===== config.mk =====
export PLATFORM = sky130hd
export DESIGN_NAME = fir_out_buf
export DESIGN_NICKNAME = d
export VERILOG_FILES = /design/src/rtl/fir_out_buf.sv
export SDC_FILE = /design/constraint.sdc
export NUM_CORES = 1
export LEC_CHECK = 0
export ABC_AREA = 1
export CELL_PAD_IN_SITES_DETAIL_PLACEMENT = 1
export CELL_PAD_IN_SITES_GLOBAL_PLACEMENT = 2
export CORE_ASPECT_RATIO = 0.7
export CORE_MARGIN = 2
export CORE_UTILIZATION = 34
export DETAILED_ROUTE_END_ITERATION = 8
export PLACE_DENSITY_LB_ADDON = 0.15
export SLEW_MARGIN = 25
export SYNTH_ARGS = -nofsm -noshare
export SYNTH_HDL_FRONTEND = slang
export SYNTH_HIERARCHICAL = 1
export SYNTH_SLANG_ARGS = --single-unit

===== constraint.sdc =====
create_clock -name clk -period 2.1 [get_ports clk]
set_clock_uncertainty 0.1 [all_clocks]
set_input_delay 0.42 -clock clk [delete_from_list [all_inputs] [get_ports clk]]
set_output_delay 0.42 -clock clk [all_outputs]
set_load 0.005 [all_outputs]

===== src/rtl/fir_out_buf.sv =====
// Show-ahead synchronous FIFO with registered count/full/empty.
// Latency: push visible at the head one cycle after the push edge.
// Backpressure: push_rdy drops only when full and no pop this cycle.
module fir_out_fifo #(
  parameter int W     = 16,
  parameter int DEPTH = 8,
  parameter int AW    = 3
) (
  input  logic          clk,
  input  logic          rst,
  input  logic          push_vld,
  input  logic [W-1:0]  push_dat,
  output logic          push_rdy,
  output logic          pop_vld,
  input  logic          pop_rdy,
  output logic [W-1:0]  pop_dat,
  output logic [AW:0]   count,
  output logic          full,
  output logic          empty
);
  localparam logic [AW:0] FULL_CNT = (AW+1)'(DEPTH);

  logic [W-1:0]  r_mem [DEPTH];
  logic [AW-1:0] r_wr_ptr, r_rd_ptr;
  logic [AW:0]   r_count;
  logic          r_full, r_empty;
  logic          w_pop, w_push;
  logic [AW:0]   w_count_nxt;

  assign w_pop    = !r_empty && pop_rdy;
  assign push_rdy = !r_full || w_pop;
  assign w_push   = push_vld && push_rdy;

  always_comb begin
    w_count_nxt = r_count;
    if (w_push && !w_pop)      w_count_nxt = r_count + (AW+1)'(1);
    else if (!w_push && w_pop) w_count_nxt = r_count - (AW+1)'(1);
  end

  always_ff @(posedge clk) begin
    if (rst) begin
      r_wr_ptr <= '0;
      r_rd_ptr <= '0;
      r_count  <= '0;
      r_full   <= 1'b0;
      r_empty  <= 1'b1;
    end else begin
      if (w_push) r_wr_ptr <= r_wr_ptr + AW'(1);
      if (w_pop)  r_rd_ptr <= r_rd_ptr + AW'(1);
      r_count <= w_count_nxt;
      r_full  <= (w_count_nxt == FULL_CNT);
      r_empty <= (w_count_nxt == '0);
    end
  end

  // Storage needs no reset: the head is masked to zero while empty.
  always_ff @(posedge clk) begin
    if (w_push) r_mem[r_wr_ptr] <= push_dat;
  end

  assign pop_vld = !r_empty;
  assign pop_dat = r_empty ? '0 : r_mem[r_rd_ptr];
  assign count   = r_count;
  assign full    = r_full;
  assign empty   = r_empty;
endmodule

// FIR output stage: round/shift/saturate accumulator, buffer, stream out.
// Latency: wr_en in cycle N -> sample at the head in cycle N+2.
// Backpressure: out_ready stalls the FIFO; samples arriving when full are dropped (ovf).
module fir_out_buf #(
  parameter int ACC_W = 36,
  parameter int OUT_W = 16,
  parameter int SHIFT = 15,
  parameter int DEPTH = 8,
  parameter int AW    = 3,
  parameter int NSAMP = 32
) (
  input  logic             clk,
  input  logic             rst,
  input  logic             clr,
  input  logic             wr_en,
  input  logic [ACC_W-1:0] acc_in,
  output logic [OUT_W-1:0] out_data,
  output logic             out_valid,
  input  logic             out_ready,
  output logic [AW:0]      count,
  output logic             full,
  output logic             empty,
  output logic             sat,
  output logic             ovf,
  output logic             done
);
  localparam int EW = ACC_W + 1;
  localparam int CW = $clog2(NSAMP + 1);
  // Half-LSB rounding constant; collapses to zero when SHIFT is zero.
  localparam logic [EW:0]          RC_X = (EW+1)'(1) << SHIFT;
  localparam logic signed [EW-1:0] RC   = RC_X[EW:1];
  localparam logic signed [EW-1:0] MAXV = {{(EW-OUT_W+1){1'b0}}, {(OUT_W-1){1'b1}}};
  localparam logic signed [EW-1:0] MINV = {{(EW-OUT_W+1){1'b1}}, {(OUT_W-1){1'b0}}};
  localparam logic [CW-1:0]        NSAMP_C = CW'(NSAMP);

  logic signed [EW-1:0] w_ext, w_sum, w_shr;
  logic                 w_hi, w_lo;
  logic [OUT_W-1:0]     w_conv;
  logic                 w_push_rdy, w_push_acc, w_fifo_rst;

  logic [OUT_W-1:0]     r_s1_dat;
  logic                 r_s1_vld;
  logic [CW-1:0]        r_samp_cnt;
  logic                 r_sat, r_ovf, r_done;

  assign w_ext = {acc_in[ACC_W-1], acc_in};
  assign w_sum = w_ext + RC;
  assign w_shr = w_sum >>> SHIFT;
  assign w_hi  = (w_shr > MAXV);
  assign w_lo  = (w_shr < MINV);

  always_comb begin
    w_conv = w_shr[OUT_W-1:0];
    if (w_hi)      w_conv = {1'b0, {(OUT_W-1){1'b1}}};
    else if (w_lo) w_conv = {1'b1, {(OUT_W-1){1'b0}}};
  end

  assign w_push_acc = r_s1_vld && w_push_rdy;
  assign w_fifo_rst = rst || clr;

  always_ff @(posedge clk) begin
    if (rst || clr) begin
      r_s1_vld   <= 1'b0;
      r_s1_dat   <= '0;
      r_samp_cnt <= '0;
      r_sat      <= 1'b0;
      r_ovf      <= 1'b0;
      r_done     <= 1'b0;
    end else begin
      r_s1_vld <= wr_en;
      if (wr_en) begin
        r_s1_dat <= w_conv;
        if (w_hi || w_lo) r_sat <= 1'b1;
      end
      if (r_s1_vld && !w_push_rdy) r_ovf <= 1'b1;
      // Counter parks at NSAMP; later pushes still go into the FIFO.
      if (w_push_acc && (r_samp_cnt != NSAMP_C)) begin
        r_samp_cnt <= r_samp_cnt + CW'(1);
        if (r_samp_cnt == NSAMP_C - CW'(1)) r_done <= 1'b1;
      end
    end
  end

  fir_out_fifo #(
    .W     (OUT_W),
    .DEPTH (DEPTH),
    .AW    (AW)
  ) u_fifo (
    .clk      (clk),
    .rst      (w_fifo_rst),
    .push_vld (r_s1_vld),
    .push_dat (r_s1_dat),
    .push_rdy (w_push_rdy),
    .pop_vld  (out_valid),
    .pop_rdy  (out_ready),
    .pop_dat  (out_data),
    .count    (count),
    .full     (full),
    .empty    (empty)
  );

  assign sat  = r_sat;
  assign ovf  = r_ovf;
  assign done = r_done;
endmodule


==> metrics.cfg <==
[timing]
slew-limit-headroom_pct=72.3
fmax_mhz=418
rsz_0062_raised_after_global_routing=true
max_slew.worst_pin.slew_ns=0.415
setup_viol=16
final_max_slew_viol_count=0
setup_ws_ns=-0.290
fin_crit_sh_pct=114
timing.final.crit_period_ns=2.39
timing.final.hold_violations=0

[job]
maxCapViolations=0

[setup_path]
cp-end-kind=output pin
critical_path_buf_inv_count=4
worst_ep_arrival_time_ns=1.87
critical-path-top-delay-family=buffers and inverters
cp_max_fo=7
worst-setup-path-type=flop to output pin
start_kind=flop
cp_cell_sequence=buf_6 -> buf_12 -> buf_8 -> nor2_2 -> nor2_1 -> o21ai_1 -> o21ai_1 -> o21ai_1 -> nor2_1 -> buf_2
timing.critical_path.required_ns=1.58
critical_path.max_stage_delay_ns=0.40
crit_top_cell=o21ai_1
critical-path-slowest-cell=dfxtp_4

[placement]
dp_hpwl_um=13300
port_buffers=52
finalWeightedCongestion=0.761
cell_area_after_placement_um2=8980
place_inst=1109

[cells_and_area]
layout.filler_cells=2350
syn_to_final_growth_pct=33.7
drive_above_1_share_pct=27.3
post_route_standard_cell_area_excluding_fillers_um2=10100
num_antenna_cells=0
fin_cells=1168
layout.nets=922

[yosys]
post_synth_main_area_contributors=edfxtp_1 51%, dfxtp_1 11%, nor2_1 7.1%
ys_top_cells_by_count=142 x nor2_1, 128 x edfxtp_1, 98 x nand2_1
synth_area_um2=7520
synth_top_area_cell=edfxtp_1
synth.yosys.seq_area_share_pct=62.0
synth.yosys.warnings=6
post_synth_inst_count=724
netlist-cell-type-count=35
synth.net_count=772
post_synthesis_register_bit_count=169
synth-main-ff-cell=edfxtp_1
synthesis.area_per_instance_um2=10.4
post-synth-top-count-cell=nor2_1
synth_top_area_share_pct=51.1
synth_edf_count=128
async_flop_share_pct=0

[grt]
globalRouteTotalUtil_pct=18.9
grt_first_pass_wirelength_um=33200
globalRoute.totalOverflow=0
first_global_vias=5898
grt_max_degree=32
antenna_found_initial=1

[route]
vias=5643
post_drt_via_cell_ratio=4.83
detail_route.wl_per_cell_um=18.1
ant_nets=0
finalWirelength_um=21100
remaining_drc_errors=0
dr.first_iter.drc_count=292
first_pass_iters=4

[floorplan]
core_area_um2=21700
design.die.area_um2=23300
floorplan.initialDensity_pct=34.7
core.rowCount=45
boundaryPins=67
dieHeight_um=128
die_w_um=182

[power]
peak_supply_drop_v=0.000558
total_leakage_power_nw=3.84
fin_total_pwr_w=0.00726
p_per_area_nw_per_um2=721

[clock_tree]
worst_skew_late_latency_ns=0.42
cts.path.max_buffers=2
cts.root.buffer_cell=clkbuf_16
clkSlewWorstSetupHoldPaths_ns=0.06
clock_sink_count=169
cts_tree=yes
cts_buffers=17
cts_htree_levels=4

[min_path]
holdCritPathClass=flop to flop

[outcome]
violations=setup timing
status=finished with violations

[stage by stage]
stage	hold slack (ns)	TNS [ns]	utilization, %	setup WS (ns)
finish	0.366	-3.44	46.4	-0.290
global route	0.386	-5.13	46.4	-0.378
floorplan	0.333	-0.447	-	-0.00699
CTS	0.376	-4.00	46.0	-0.298
detailed placement	0.356	-37.94	41.4	-0.513
global placement	0.342	-34.56	41.4	-0.440
[cell type report]
type	count	area, um^2	share of cell area [%]
clock buffers	17	425	4.23
clock inverters	14	139	1.38
inverters	44	173	1.72
multi-input cells	484	2660	26.4
flip-flops and latches	169	4670	46.5
well taps	282	353	3.51
repair buffers	158	1640	16.3
[final timing paths]
| kind | startpoint | end | slack, ns | cells after the start |
|---|---|---|---|---|
| max | flop | out_data[2] | -0.29 | 10 |
| min | done$_SDFFE_PP0P_ | done$_SDFFE_PP0P_ | 0.37 | 2 |
| max reg2reg | u_fifo/empty$_SDFF_PP1_ | u_fifo/r_mem[6][10]$_DFFE_PP_ | 0.14 | 9 |
| min reg2reg | done$_SDFFE_PP0P_ | done$_SDFFE_PP0P_ | 0.37 | 2 |
[metal layers]
metal  vias to the layer above  wire length [um]  GRT usage (%)
li1                       2787                 -              -
met4                         0               290           4.73
met5                         -                 0              0
met3                        19               862           3.65
met1                      2745              9810           25.0
met2                        92             10100           32.2
[placed cells by master (no fill, tap or decap), types with 8 or more instances in the layout]
cell type        synthesis  final
clkdlybuf4s50_1          0     16
dlygate4sd2_1            0     18
xor2_1                   8      8
nand2_1                 98     90
a21oi_2                 10     10
dfxtp_1                 41     38
clkbuf_16                0     17
inv_1                   39     39
nor2_2                   6     22
mux2i_1                 16     15
o21ai_1                 20     47
nand3_1                 18     18
o22ai_1                 16     15
nor2_4                   6     13
buf_6                    5     12
buf_12                   2     18
nor2_1                 142    119
o21ai_0                 81     48
buf_4                    3     67
buf_2                   10     15
a21oi_1                 19     19
nand2_2                 12     20
edfxtp_1               128    128
[logic make-up (layout without fill, tap and decap cells)]
group / after synthesis / in the layout / synth area share, %
XOR/XNOR: 15 / 15 / 1.75
buffers and inverters: 72 / 233 / 4.84
AO/OA/AOI/OAI: 148 / 148 / 10.8
AND/OR/NAND/NOR: 297 / 298 / 17.3
multiplexers: 16 / 16 / 2.13
adder cells (fa/ha/maj): 7 / 7 / 1.16
flip-flops: 169 / 169 / 62.0
[state kept, by name, summed over array words and instances (netlist names), named ones only]
name	flops
done	1
ovf	1
sat	1
u_fifo/count	4
r_s1_vld	1
r_s1_dat	16
u_fifo/empty	1
u_fifo/full	1
r_samp_cnt	6
u_fifo/r_wr_ptr	3
u_fifo/r_mem	128
u_fifo/r_rd_ptr	3
[timing repair]
action | 4_1_cts | 5_1_grt
endpoints found under the setup margin | 33 | 33
gates cloned | 7 | 0
setup buffers | 20 | 1
pin swaps | 54 | 36
gates resized for setup | 172 | 34
hold buffers | 0 | 0
[worst min-delay path, delay by kind of cell (launching register included)]
kind	cells	cell delay, ns
buffers and inverters	1	0.05
AO/OA/AOI/OAI	1	0.05
flip-flops	1	0.32
[power breakdown]
part / switching (W) / leakage [nW] / internal [W]
Combinational: 0.000297 / 2.01 / 0.000254
Sequential: 0.0000512 / 1.55 / 0.00362
Clock: 0.00138 / 0.276 / 0.00166
Note: power is estimated with default switching activity, not from simulation.
